[src/rtl/pnc_stmc_packet_sequencer_pkg.sv]
// pnc_stmc_packet_sequencer_pkg: op encodings, header bit positions, FSM states and header decode
package pnc_stmc_packet_sequencer_pkg;
  typedef logic [1:0] op_ctrl_t;
  localparam op_ctrl_t OP_NONE  = 2'b00;
  localparam op_ctrl_t OP_RC    = 2'b01;
  localparam op_ctrl_t OP_LC    = 2'b10;
  localparam op_ctrl_t OP_PARAM = 2'b11;
  localparam int HDR_PARAM_BIT = 15;
  localparam int HDR_RC_BIT    = 14;
  localparam logic [1:0] ST_IDLE  = 2'd0;
  localparam logic [1:0] ST_HDR   = 2'd1;
  localparam logic [1:0] ST_PDATA = 2'd2;
  localparam logic [1:0] ST_ISSUE = 2'd3;
  function automatic op_ctrl_t hdr_ctrl(input logic [15:0] h);
    return h[HDR_PARAM_BIT] ? OP_PARAM : h[HDR_RC_BIT] ? OP_RC : OP_LC;
  endfunction
  function automatic logic [13:0] hdr_addr(input logic [15:0] h);
    return h[HDR_PARAM_BIT] ? {7'b0, h[14:8]} : h[13:0];
  endfunction
endpackage

[src/rtl/pnc_stmc_packet_sequencer_if.sv]
// pnc_stmc_packet_sequencer_if: ingress flit and STMC op handshake bundle
interface pnc_stmc_packet_sequencer_if;
  import pnc_stmc_packet_sequencer_pkg::*;
  logic        in_valid;
  logic [15:0] in_flit;
  logic        in_ready;
  logic        op_valid;
  op_ctrl_t    op_ctrl;
  logic [13:0] op_addr;
  logic [15:0] op_data;
  logic        op_ack;
  modport master (
    output in_valid, in_flit, op_ack,
    input  in_ready, op_valid, op_ctrl, op_addr, op_data
  );
  modport slave (
    input  in_valid, in_flit, op_ack,
    output in_ready, op_valid, op_ctrl, op_addr, op_data
  );
endinterface

[src/rtl/pnc_sync_fifo.sv]
// pnc_sync_fifo: synchronous FIFO with extra-MSB pointers for full/empty detection
module pnc_sync_fifo #(
  parameter int WIDTH = 16,
  parameter int DEPTH = 4
) (
  input  logic             clk,
  input  logic             rst_n,
  input  logic             push_i,
  input  logic [WIDTH-1:0] data_i,
  input  logic             pop_i,
  output logic [WIDTH-1:0] data_o,
  output logic             full_o,
  output logic             empty_o
);
  localparam int AW = $clog2(DEPTH);
  logic [WIDTH-1:0] mem_q [DEPTH];
  logic [AW:0] wp_q, rp_q;
  logic do_push, do_pop;
  assign full_o  = wp_q[AW] != rp_q[AW] && wp_q[AW-1:0] == rp_q[AW-1:0];
  assign empty_o = wp_q == rp_q;
  assign do_push = push_i && !full_o;
  assign do_pop  = pop_i && !empty_o;
  assign data_o  = mem_q[rp_q[AW-1:0]];
  // pointer update; a push while full is refused even if a pop happens alongside
  always_ff @(posedge clk or negedge rst_n)
    if (!rst_n) begin
      wp_q <= '0;
      rp_q <= '0;
    end else begin
      wp_q <= wp_q + (AW+1)'(do_push);
      rp_q <= rp_q + (AW+1)'(do_pop);
    end
  // storage needs no reset; validity is tracked by the pointers
  always_ff @(posedge clk)
    if (do_push) mem_q[wp_q[AW-1:0]] <= data_i;
endmodule

[src/rtl/pnc_stmc_packet_sequencer.sv]
// pnc_stmc_packet_sequencer: buffers ingress flits, decodes packets into STMC ops, counts spikes
module pnc_stmc_packet_sequencer
  import pnc_stmc_packet_sequencer_pkg::*;
#(
  parameter int FIFO_DEPTH = 4,
  parameter int CNT_W      = 16
) (
  input  logic                        clk,
  input  logic                        rst_n,
  pnc_stmc_packet_sequencer_if.slave  bus,
  output logic                        busy,
  output logic [CNT_W-1:0]            rc_cnt,
  output logic [CNT_W-1:0]            lc_cnt
);
  logic [1:0] state_q, state_d;
  op_ctrl_t ctrl_q, ctrl_d;
  logic [13:0] addr_q, addr_d;
  logic [15:0] data_q, data_d, head;
  logic [CNT_W-1:0] rc_q, rc_d, lc_q, lc_d;
  logic full, empty, pop, ack;
  pnc_sync_fifo #(.WIDTH(16), .DEPTH(FIFO_DEPTH)) u_fifo (
    .clk     (clk),
    .rst_n   (rst_n),
    .push_i  (bus.in_valid),
    .data_i  (bus.in_flit),
    .pop_i   (pop),
    .data_o  (head),
    .full_o  (full),
    .empty_o (empty)
  );
  assign pop          = state_q == ST_HDR || (state_q == ST_PDATA && !empty);
  assign ack          = state_q == ST_ISSUE && bus.op_ack;
  assign bus.in_ready = !full;
  assign bus.op_valid = state_q == ST_ISSUE;
  assign bus.op_ctrl  = ctrl_q;
  assign bus.op_addr  = addr_q;
  assign bus.op_data  = data_q;
  assign busy         = state_q != ST_IDLE || !empty;
  assign rc_cnt       = rc_q;
  assign lc_cnt       = lc_q;
  // header decode, param data capture, op retire and saturating spike counts
  always_comb begin
    state_d = state_q == ST_IDLE  ? (empty ? ST_IDLE : ST_HDR) :
              state_q == ST_HDR   ? (head[HDR_PARAM_BIT] ? ST_PDATA : ST_ISSUE) :
              state_q == ST_PDATA ? (empty ? ST_PDATA : ST_ISSUE) :
                                    (bus.op_ack ? ST_IDLE : ST_ISSUE);
    ctrl_d  = state_q == ST_HDR ? hdr_ctrl(head) : ack ? OP_NONE : ctrl_q;
    addr_d  = state_q == ST_HDR ? hdr_addr(head) : addr_q;
    data_d  = state_q == ST_HDR ? '0 : (state_q == ST_PDATA && !empty) ? head : data_q;
    rc_d    = (ack && ctrl_q == OP_RC && rc_q != '1) ? rc_q + CNT_W'(1) : rc_q;
    lc_d    = (ack && ctrl_q == OP_LC && lc_q != '1) ? lc_q + CNT_W'(1) : lc_q;
  end
  // state registers; reset drops any pending op without counting it
  always_ff @(posedge clk or negedge rst_n)
    if (!rst_n) begin
      state_q <= ST_IDLE;
      ctrl_q  <= OP_NONE;
      addr_q  <= '0;
      data_q  <= '0;
      rc_q    <= '0;
      lc_q    <= '0;
    end else begin
      state_q <= state_d;
      ctrl_q  <= ctrl_d;
      addr_q  <= addr_d;
      data_q  <= data_d;
      rc_q    <= rc_d;
      lc_q    <= lc_d;
    end
endmodule

[src/flat_wrapper.sv]
// flat-port wrapper written by rule: the top's interface ports become plain ports
module pnc_stmc_packet_sequencer_flat import pnc_stmc_packet_sequencer_pkg::*;
#(
  parameter int FIFO_DEPTH = 4,
  parameter int CNT_W      = 16
)
  (clk, rst_n, busy, rc_cnt, lc_cnt, bus_in_valid, bus_in_flit, bus_op_ack, bus_in_ready, bus_op_valid, bus_op_ctrl, bus_op_addr, bus_op_data);
  pnc_stmc_packet_sequencer_if bus_i ();
  input  logic clk;
  input  logic rst_n;
  output logic busy;
  output logic [CNT_W-1:0] rc_cnt;
  output logic [CNT_W-1:0] lc_cnt;
  input wire logic [$bits(bus_i.in_valid)-1:0] bus_in_valid;
  input wire logic [$bits(bus_i.in_flit)-1:0] bus_in_flit;
  input wire logic [$bits(bus_i.op_ack)-1:0] bus_op_ack;
  output wire logic [$bits(bus_i.in_ready)-1:0] bus_in_ready;
  output wire logic [$bits(bus_i.op_valid)-1:0] bus_op_valid;
  output wire logic [$bits(bus_i.op_ctrl)-1:0] bus_op_ctrl;
  output wire logic [$bits(bus_i.op_addr)-1:0] bus_op_addr;
  output wire logic [$bits(bus_i.op_data)-1:0] bus_op_data;
  assign bus_i.in_valid = bus_in_valid;
  assign bus_i.in_flit = bus_in_flit;
  assign bus_i.op_ack = bus_op_ack;
  assign bus_in_ready = bus_i.in_ready;
  assign bus_op_valid = bus_i.op_valid;
  assign bus_op_ctrl = bus_i.op_ctrl;
  assign bus_op_addr = bus_i.op_addr;
  assign bus_op_data = bus_i.op_data;
  pnc_stmc_packet_sequencer #(.FIFO_DEPTH(FIFO_DEPTH), .CNT_W(CNT_W)) u_core (.clk(clk), .rst_n(rst_n), .bus(bus_i), .busy(busy), .rc_cnt(rc_cnt), .lc_cnt(lc_cnt));
endmodule
[config.mk]
export PLATFORM = sky130hd
export DESIGN_NAME = pnc_stmc_packet_sequencer_flat
export DESIGN_NICKNAME = d
export VERILOG_FILES = /design/src/rtl/pnc_stmc_packet_sequencer_pkg.sv /design/src/rtl/pnc_stmc_packet_sequencer_if.sv /design/src/rtl/pnc_sync_fifo.sv /design/src/rtl/pnc_stmc_packet_sequencer.sv /design/src/flat_wrapper.sv
export SDC_FILE = /design/constraint.sdc
export NUM_CORES = 1
export LEC_CHECK = 0
export ABC_AREA = 1
export CORE_MARGIN = 3
export CORE_UTILIZATION = 45
export CTS_CLUSTER_DIAMETER = 60
export DETAILED_ROUTE_END_ITERATION = 10
export PLACE_DENSITY_LB_ADDON = 0.3
export RECOVER_POWER = 100
export SLEW_MARGIN = 40
export SYNTH_ARGS = -nofsm -noshare
export SYNTH_HDL_FRONTEND = slang
export SYNTH_HIERARCHICAL = 1
export SYNTH_SLANG_ARGS = --single-unit
[constraint.sdc]
create_clock -name clk -period 1.8 [get_ports clk]
set_input_delay 0.27 -clock clk [delete_from_list [all_inputs] [get_ports clk]]
set_output_delay 0.27 -clock clk [all_outputs]
set_load 0.02 [all_outputs]
# After elaboration in Yosys (flattened, before gate mapping)
# Memory sizes are Yosys's and may differ from the RTL's.
# Cells that the tools add are included.
# totals
in_bits	20
ram_bits	64
register_bits	72
output_inout_bits	67
mem_count	1
wordCells	56
# classes
n_mux	16
add_sub_neg	4
n_reduce_logical	17
n_eq_ne	10
# mem_list
name	words	width	read_ports	rd_clocked_by_memory_dff	wr	line_no	source
u_core.u_fifo.mem_q	4	16	1	0	1	pnc_sync_fifo.sv:16	logic [WIDTH-1:0] mem_q [DEPTH];
# ops
cell	n
16-bit by 1-bit adder with 16-bit output (second input constant)	2
16-bit two-way mux	2
16-bit inequality test (second input constant)	2
2-bit two-way mux	8
14-bit two-way mux	1
1-bit logical AND	9
3-bit by 1-bit adder with 3-bit output	2
2-bit equality test (second input constant)	3
2-bit nonzero test	3
1-bit two-way mux	5
2-bit by 1-bit equality test with 1-bit output (second input constant)	2
3-bit equality test	1
2-bit equality test	1
1-bit logical NOT	2
2-bit logical NOT	1
1-bit logical OR	2
1-bit inequality test	1

# Longest topological paths before layout
# depth
ltp_word	6
ltp_mapped	12
ltp_nobuf	12

# Cells and area by module
# Netlist, hierarchy kept.
# by_module_without_submodules
module	n_inst	area_each_um2	seq_area_each_um2	cells_per_inst
pnc_stmc_packet_sequencer	1	3515.9	1651.6	459
pnc_sync_fifo	1	2698.8	2072.0	194

# Worst setup path after synthesis
# OpenSTA, ideal clock, no wires.
# synth_path
path_type	register -> register
startpoint	register u_core.u_fifo.rp_q[0]
endpoint	memory u_core.u_fifo.mem_q[0][0], enable pin
setup_slack_ns	-0.091
n_path_buf	1
t_required_ns	1.412
setup_ns	0.388
synth_period_minus_slack_ns	1.891
path_stages_with_launch	6
t_arrival_ns	1.502
path_cell_list	dfrtp_1 > buf_2 > xnor2_1 > nand3_2 > nand2_2 > nor2_1
# synth_between
elab_chain_len	6
# synth_lines
item	line_no	source
from (decl)	pnc_sync_fifo.sv:17	logic [AW:0] wp_q, rp_q;
from (signal assigned)	pnc_sync_fifo.sv:31	rp_q <= rp_q + (AW+1)'(do_pop);
2-bit equality test	pnc_sync_fifo.sv:19	assign full_o = wp_q[AW] != rp_q[AW] && wp_q[AW-1:0] == rp_q[AW-1:0];
1-bit logical AND	pnc_sync_fifo.sv:19	
1-bit logical NOT	pnc_sync_fifo.sv:21	assign do_push = push_i && !full_o;
1-bit logical AND	pnc_sync_fifo.sv:21	
1-bit two-way mux	pnc_sync_fifo.sv:35	if (do_push) mem_q[wp_q[AW-1:0]] <= data_i;
1-bit two-way mux (implied by the code)	pnc_sync_fifo.sv:35	
to (decl)	pnc_sync_fifo.sv:16	
# No other way between the ends.

# Worst setup path after layout
# layout_path
startpoint	register u_core.rc_q[10], in the netlist u_core/rc_cnt[10]
endpoint	output port rc_cnt[10]
# layout_lines
item	line_no	source
from (decl)	pnc_stmc_packet_sequencer.sv:19	logic [CNT_W-1:0] rc_q, rc_d, lc_q, lc_d;
from (signal assigned)	pnc_stmc_packet_sequencer.sv:67	rc_q <= rc_d;
to (decl)	flat_wrapper.sv:12	output logic [CNT_W-1:0] rc_cnt;
# No word-level cell between the ends.

==> impl_metrics.prom <==
# TYPE chip_impl_metric gauge
chip_impl_info{name="outcome",value="completed"} 1
chip_impl_metric{name="finalCriticalPeriod",unit="ns"} 1.760
chip_impl_metric{name="number_of_pins_with_negative_max_slew_slack_in_the_final_report",unit=""} 0
chip_impl_metric{name="dp_hpwl",unit="µm"} 10100
chip_impl_metric{name="max_freq",unit="MHz"} 568.3
chip_impl_metric{name="switchingPower",unit="mW"} 5.452
chip_impl_metric{name="met1Wirelength",unit="µm"} 6331
chip_impl_metric{name="firstDrtPassIters",unit=""} 4
chip_impl_info{name="critical-path-top-delay-family",value="buffers and inverters"} 1
chip_impl_metric{name="coreArea",unit="µm²"} 13350
chip_impl_info{name="timing.hold.worst.class",value="reg2reg"} 1
chip_impl_metric{name="arrival",unit="ns"} 1.49
chip_impl_metric{name="die_ar",unit="µm²"} 15260
chip_impl_metric{name="detailroute.wirelength.met3",unit="µm"} 761
chip_impl_metric{name="drcViolationCount",unit=""} 0
chip_impl_metric{name="synth.lib_cells_used.distinct",unit=""} 30
chip_impl_metric{name="report.final.hold_viol_count",unit=""} 0
chip_impl_metric{name="die_y",unit="µm"} 123.5
chip_impl_metric{name="fin_skew",unit="ns"} 0.006009
chip_impl_metric{name="relSlewSlack",unit="%"} 33.31
chip_impl_metric{name="routed_wirelength",unit="µm"} 14550
chip_impl_info{name="criticalPathCategory",value="reg2out"} 1
chip_impl_metric{name="comb_power_share",unit="%"} 41.7
chip_impl_metric{name="ios",unit=""} 87
chip_impl_metric{name="met2RoutedLength",unit="µm"} 7214
chip_impl_metric{name="placement_rows",unit=""} 42
chip_impl_metric{name="cts.clk_slew.worst_paths",unit="ns"} 0.05
chip_impl_metric{name="number_of_buffers_and_inverters_on_the_critical_path",unit=""} 1
chip_impl_metric{name="numPortBuffers",unit=""} 86
chip_impl_info{name="tritoncts",value="yes"} 1
chip_impl_metric{name="final_design_area_no_fill",unit="µm²"} 8084
chip_impl_metric{name="tritoncts_num_sinks",unit=""} 136
chip_impl_info{name="worstSetupStartpointType",value="flip-flop"} 1
chip_impl_info{name="uppermost_routed_layer",value="met4"} 1
chip_impl_metric{name="diodes",unit=""} 0
chip_impl_metric{name="finalCritPeriodShare",unit="%"} 97.75
chip_impl_metric{name="drt_first_iter_violations",unit=""} 230
chip_impl_metric{name="initial_utilization",unit="%"} 46.56
chip_impl_info{name="synth_largest_area_cell",value="sky130_fd_sc_hd__edfxtp_1"} 1
chip_impl_info{name="final_cell_mix",value="154 x sky130_fd_sc_hd__nand2_1, 82 x sky130_fd_sc_hd__nor2_1, 70 x sky130_fd_sc_hd__dfrtp_1, 64 x sky130_fd_sc_hd__edfxtp_1, 54 x sky130_fd_sc_hd__inv_1"} 1
chip_impl_metric{name="dieWidth",unit="µm"} 123.5
chip_impl_metric{name="synth_warnings",unit=""} 6
chip_impl_metric{name="swShare",unit="%"} 37.83
chip_impl_info{name="mostFrequentLayoutCell",value="sky130_fd_sc_hd__nand2_1"} 1
chip_impl_metric{name="grt_first_pass_wirelength",unit="µm"} 23600
chip_impl_metric{name="p_clk_share",unit="%"} 24.2
chip_impl_metric{name="cts_htree_levels",unit=""} 4
chip_impl_metric{name="ctsLongestPathBuffers",unit=""} 2
chip_impl_metric{name="avgViaCountPerCell",unit=""} 5.082
chip_impl_metric{name="synth-seq-area-share",unit="%"} 59.92
chip_impl_metric{name="synthDominantCellAreaShare",unit="%"} 30.92
chip_impl_metric{name="pwr_density_cell",unit="nW/µm²"} 1783
chip_impl_metric{name="timing.critical_path.required",unit="ns"} 1.53
chip_impl_metric{name="number_of_antenna_violations_at_the_first_check_in_global_routing",unit=""} 0
chip_impl_info{name="grt_setup_unrepaired",value="yes"} 1
chip_impl_metric{name="max-vdd-ir-drop",unit="mV"} 0.8199
chip_impl_metric{name="final_layout_size_suffix_gt1_share",unit="%"} 14.47
chip_impl_metric{name="synth_cells",unit=""} 653
chip_impl_metric{name="layout_stage_area_growth_over_the_synthesis_result",unit="%"} 30.08
chip_impl_metric{name="timing_worst_slew_pin_value",unit="ns"} 1.000
chip_impl_metric{name="grt_use_total",unit="%"} 20.25
chip_impl_metric{name="grt.overflow.total",unit=""} 0
chip_impl_info{name="root_buffer",value="sky130_fd_sc_hd__clkbuf_16"} 1
chip_impl_metric{name="number_of_global_route_vias_before_repair",unit=""} 4813
chip_impl_info{name="crit_path_end_kind",value="output port"} 1
chip_impl_metric{name="dpl_cell_area",unit="µm²"} 7475
chip_impl_metric{name="grt_max_degree",unit=""} 40
chip_impl_metric{name="avgRoutedWirePerCell",unit="µm"} 15.21
chip_impl_metric{name="total_leakage_power",unit="nW"} 3.411
chip_impl_metric{name="power_frac_seq",unit="%"} 34.1
chip_impl_metric{name="maxCapViolCount",unit=""} 0
chip_impl_metric{name="cts-buffers-inserted",unit=""} 17
chip_impl_metric{name="cp_max_fo",unit=""} 5
chip_impl_metric{name="ant_nets",unit=""} 0
chip_impl_metric{name="via_count",unit=""} 4863
chip_impl_metric{name="synthesis.area_per_instance",unit="µm²"} 9.517
chip_impl_metric{name="critPathMaxStageDelay",unit="ns"} 0.64
chip_impl_metric{name="mappedNetlistArea",unit="µm²"} 6215
chip_impl_metric{name="gpl_congestion",unit=""} 0.8411
chip_impl_metric{name="worstSkewPairLatency",unit="ns"} 0.41
chip_impl_metric{name="finalSetupViolCount",unit=""} 0
chip_impl_metric{name="finalNetCount",unit=""} 794
chip_impl_info{name="synth_top_cells_by_area",value="sky130_fd_sc_hd__edfxtp_1 31%, sky130_fd_sc_hd__dfrtp_1 29%, sky130_fd_sc_hd__nand2_1 9.4%"} 1
chip_impl_info{name="worst_path_max_delay_cell",value="sky130_fd_sc_hd__clkdlybuf4s50_1"} 1
chip_impl_metric{name="cell_internal_pwr",unit="mW"} 8.958
chip_impl_metric{name="post-route-util",unit="%"} 60.56
chip_impl_info{name="crit_path_cell_trace",value="clkdlybuf4s50_1"} 1
chip_impl_metric{name="ys_ff_latch",unit=""} 136
chip_impl_metric{name="synthesis.nets",unit=""} 679
==> power groups by stage <==
| stage | registers [mW] | logic (mW) | clock network (mW) |
|---|---|---|---|
| 3_5_place_dp | 4.95 | 5.88 | 0 |
| 5_1_grt | 5.02 | 6.67 | 3.70 |
| 6_report | 4.91 | 6.01 | 3.49 |
| 4_1_cts | 4.90 | 5.89 | 3.57 |
| 3_3_place_gp | 4.90 | 5.75 | 0 |
| 2_1_floorplan | 5.41 | 2.81 | 0 |
==> per-layer routing <==
| layer | up-vias | GRT usage (%) |
|---|---|---|
| li1 | 2394 | - |
| met1 | 2327 | 26.14 |
| met2 | 121 | 33.20 |
| met3 | 21 | 4.071 |
| met4 | 0 | 8.789 |
| met5 | - | 0 |
==> cell type report <==
cell class | instances | area (µm²)
clock inverters | 10 | 123.9
fillers | 1181 | 5264
inverters | 65 | 246.5
flip-flops and latches | 136 | 3726
repair buffers | 119 | 1126
clock buffers | 22 | 474.2
well taps | 176 | 220.2
multi-input cells | 429 | 2167
==> cells by family after synthesis <==
kind of cell    synth area share, %
flops                         59.92
simple gates                  20.47
fa+ha+maj                     1.208
xor+xnor                      1.832
buf+inv                       6.241
compound gates                10.33
==> sequential cells by signal, indices dropped and copies added, names as in the netlist <==
register	count
u_core/bus.op_addr	14
u_core/bus.op_ctrl	2
u_core/bus.op_data	16
u_core/lc_cnt	16
u_core/rc_cnt	16
u_core/state_q	2
u_core/u_fifo/mem_q	64
u_core/u_fifo/rp_q	3
u_core/u_fifo/wp_q	3
==> synthesized netlist by cell type <==
library cell / instances
sky130_fd_sc_hd__o21ai_2: 12
sky130_fd_sc_hd__o31ai_1: 7
sky130_fd_sc_hd__buf_4: 1
sky130_fd_sc_hd__o21ai_0: 54
sky130_fd_sc_hd__buf_6: 5
sky130_fd_sc_hd__o21ai_1: 4
sky130_fd_sc_hd__xnor2_1: 1
sky130_fd_sc_hd__xor2_1: 12
sky130_fd_sc_hd__a21oi_1: 16
sky130_fd_sc_hd__nand4_2: 2
sky130_fd_sc_hd__o22ai_1: 17
sky130_fd_sc_hd__a21boi_0: 1
sky130_fd_sc_hd__nand2_1: 156
sky130_fd_sc_hd__nand3b_1: 2
sky130_fd_sc_hd__inv_1: 57
sky130_fd_sc_hd__dfrtp_1: 72
sky130_fd_sc_hd__edfxtp_1: 64
sky130_fd_sc_hd__nand3_1: 31
sky130_fd_sc_hd__nor2_2: 2
sky130_fd_sc_hd__inv_2: 7
sky130_fd_sc_hd__clkbuf_2: 1
sky130_fd_sc_hd__nand3_2: 3
sky130_fd_sc_hd__nor2_4: 2
sky130_fd_sc_hd__clkbuf_1: 4
sky130_fd_sc_hd__nor2_1: 82
sky130_fd_sc_hd__clkinv_1: 1
sky130_fd_sc_hd__ha_1: 6
sky130_fd_sc_hd__nand4_1: 10
sky130_fd_sc_hd__nand2_2: 9
sky130_fd_sc_hd__buf_2: 12
==> path summary, 6_finish.rpt <==
check / startpoint / cells after the start / endpoint / slack, ns
min: u_core/bus.op_addr[9] / 2 / u_core/bus.op_addr[9] / 0.49
max: u_core/rc_cnt[10] / 1 / rc_cnt[10] / 0.04
min in group asynchronous: rst_n / 2 / u_core/lc_cnt[11] / 0.54
max reg2reg: u_core/u_fifo/rp_q[2] / 12 / u_core/u_fifo/rp_q[2] / 0.06
min reg2reg: u_core/bus.op_addr[9] / 2 / u_core/bus.op_addr[9] / 0.49
max in group asynchronous: rst_n / 3 / u_core/u_fifo/rp_q[1] / 0.28
==> what timing repair did <==
action                                 in CTS  in global routing
gates cloned                                0                  0
endpoints found under the hold margin      14                  0
setup buffers                               0                  1
hold buffers                                1                  0
resized for setup                          16                 31
pin swaps                                   0                  4
setup endpoints to repair                  15                 25
==> per-stage QoR <==
| stage | instances | setup TNS, ns | total power [mW] | hold WS (ns) | worst slack (ns) |
|---|---|---|---|---|---|
| 2_1_floorplan | 653 | -5.694 | 8.227 | -0.02559 | -0.08901 |
| 5_1_grt | 957 | -0.09944 | 15.39 | 0.5067 | -0.06303 |
| 6_report | 957 | 0 | 14.41 | 0.4896 | 0.04044 |
| 3_3_place_gp | 923 | -0.0001176 | 10.65 | 0.2518 | -0.0001176 |
| 4_1_cts | 956 | 0 | 14.37 | 0.3470 | 0.007528 |
| 3_5_place_dp | 923 | -0.1566 | 10.83 | 0.2423 | -0.03749 |
Power figures use the tool's default switching activity.
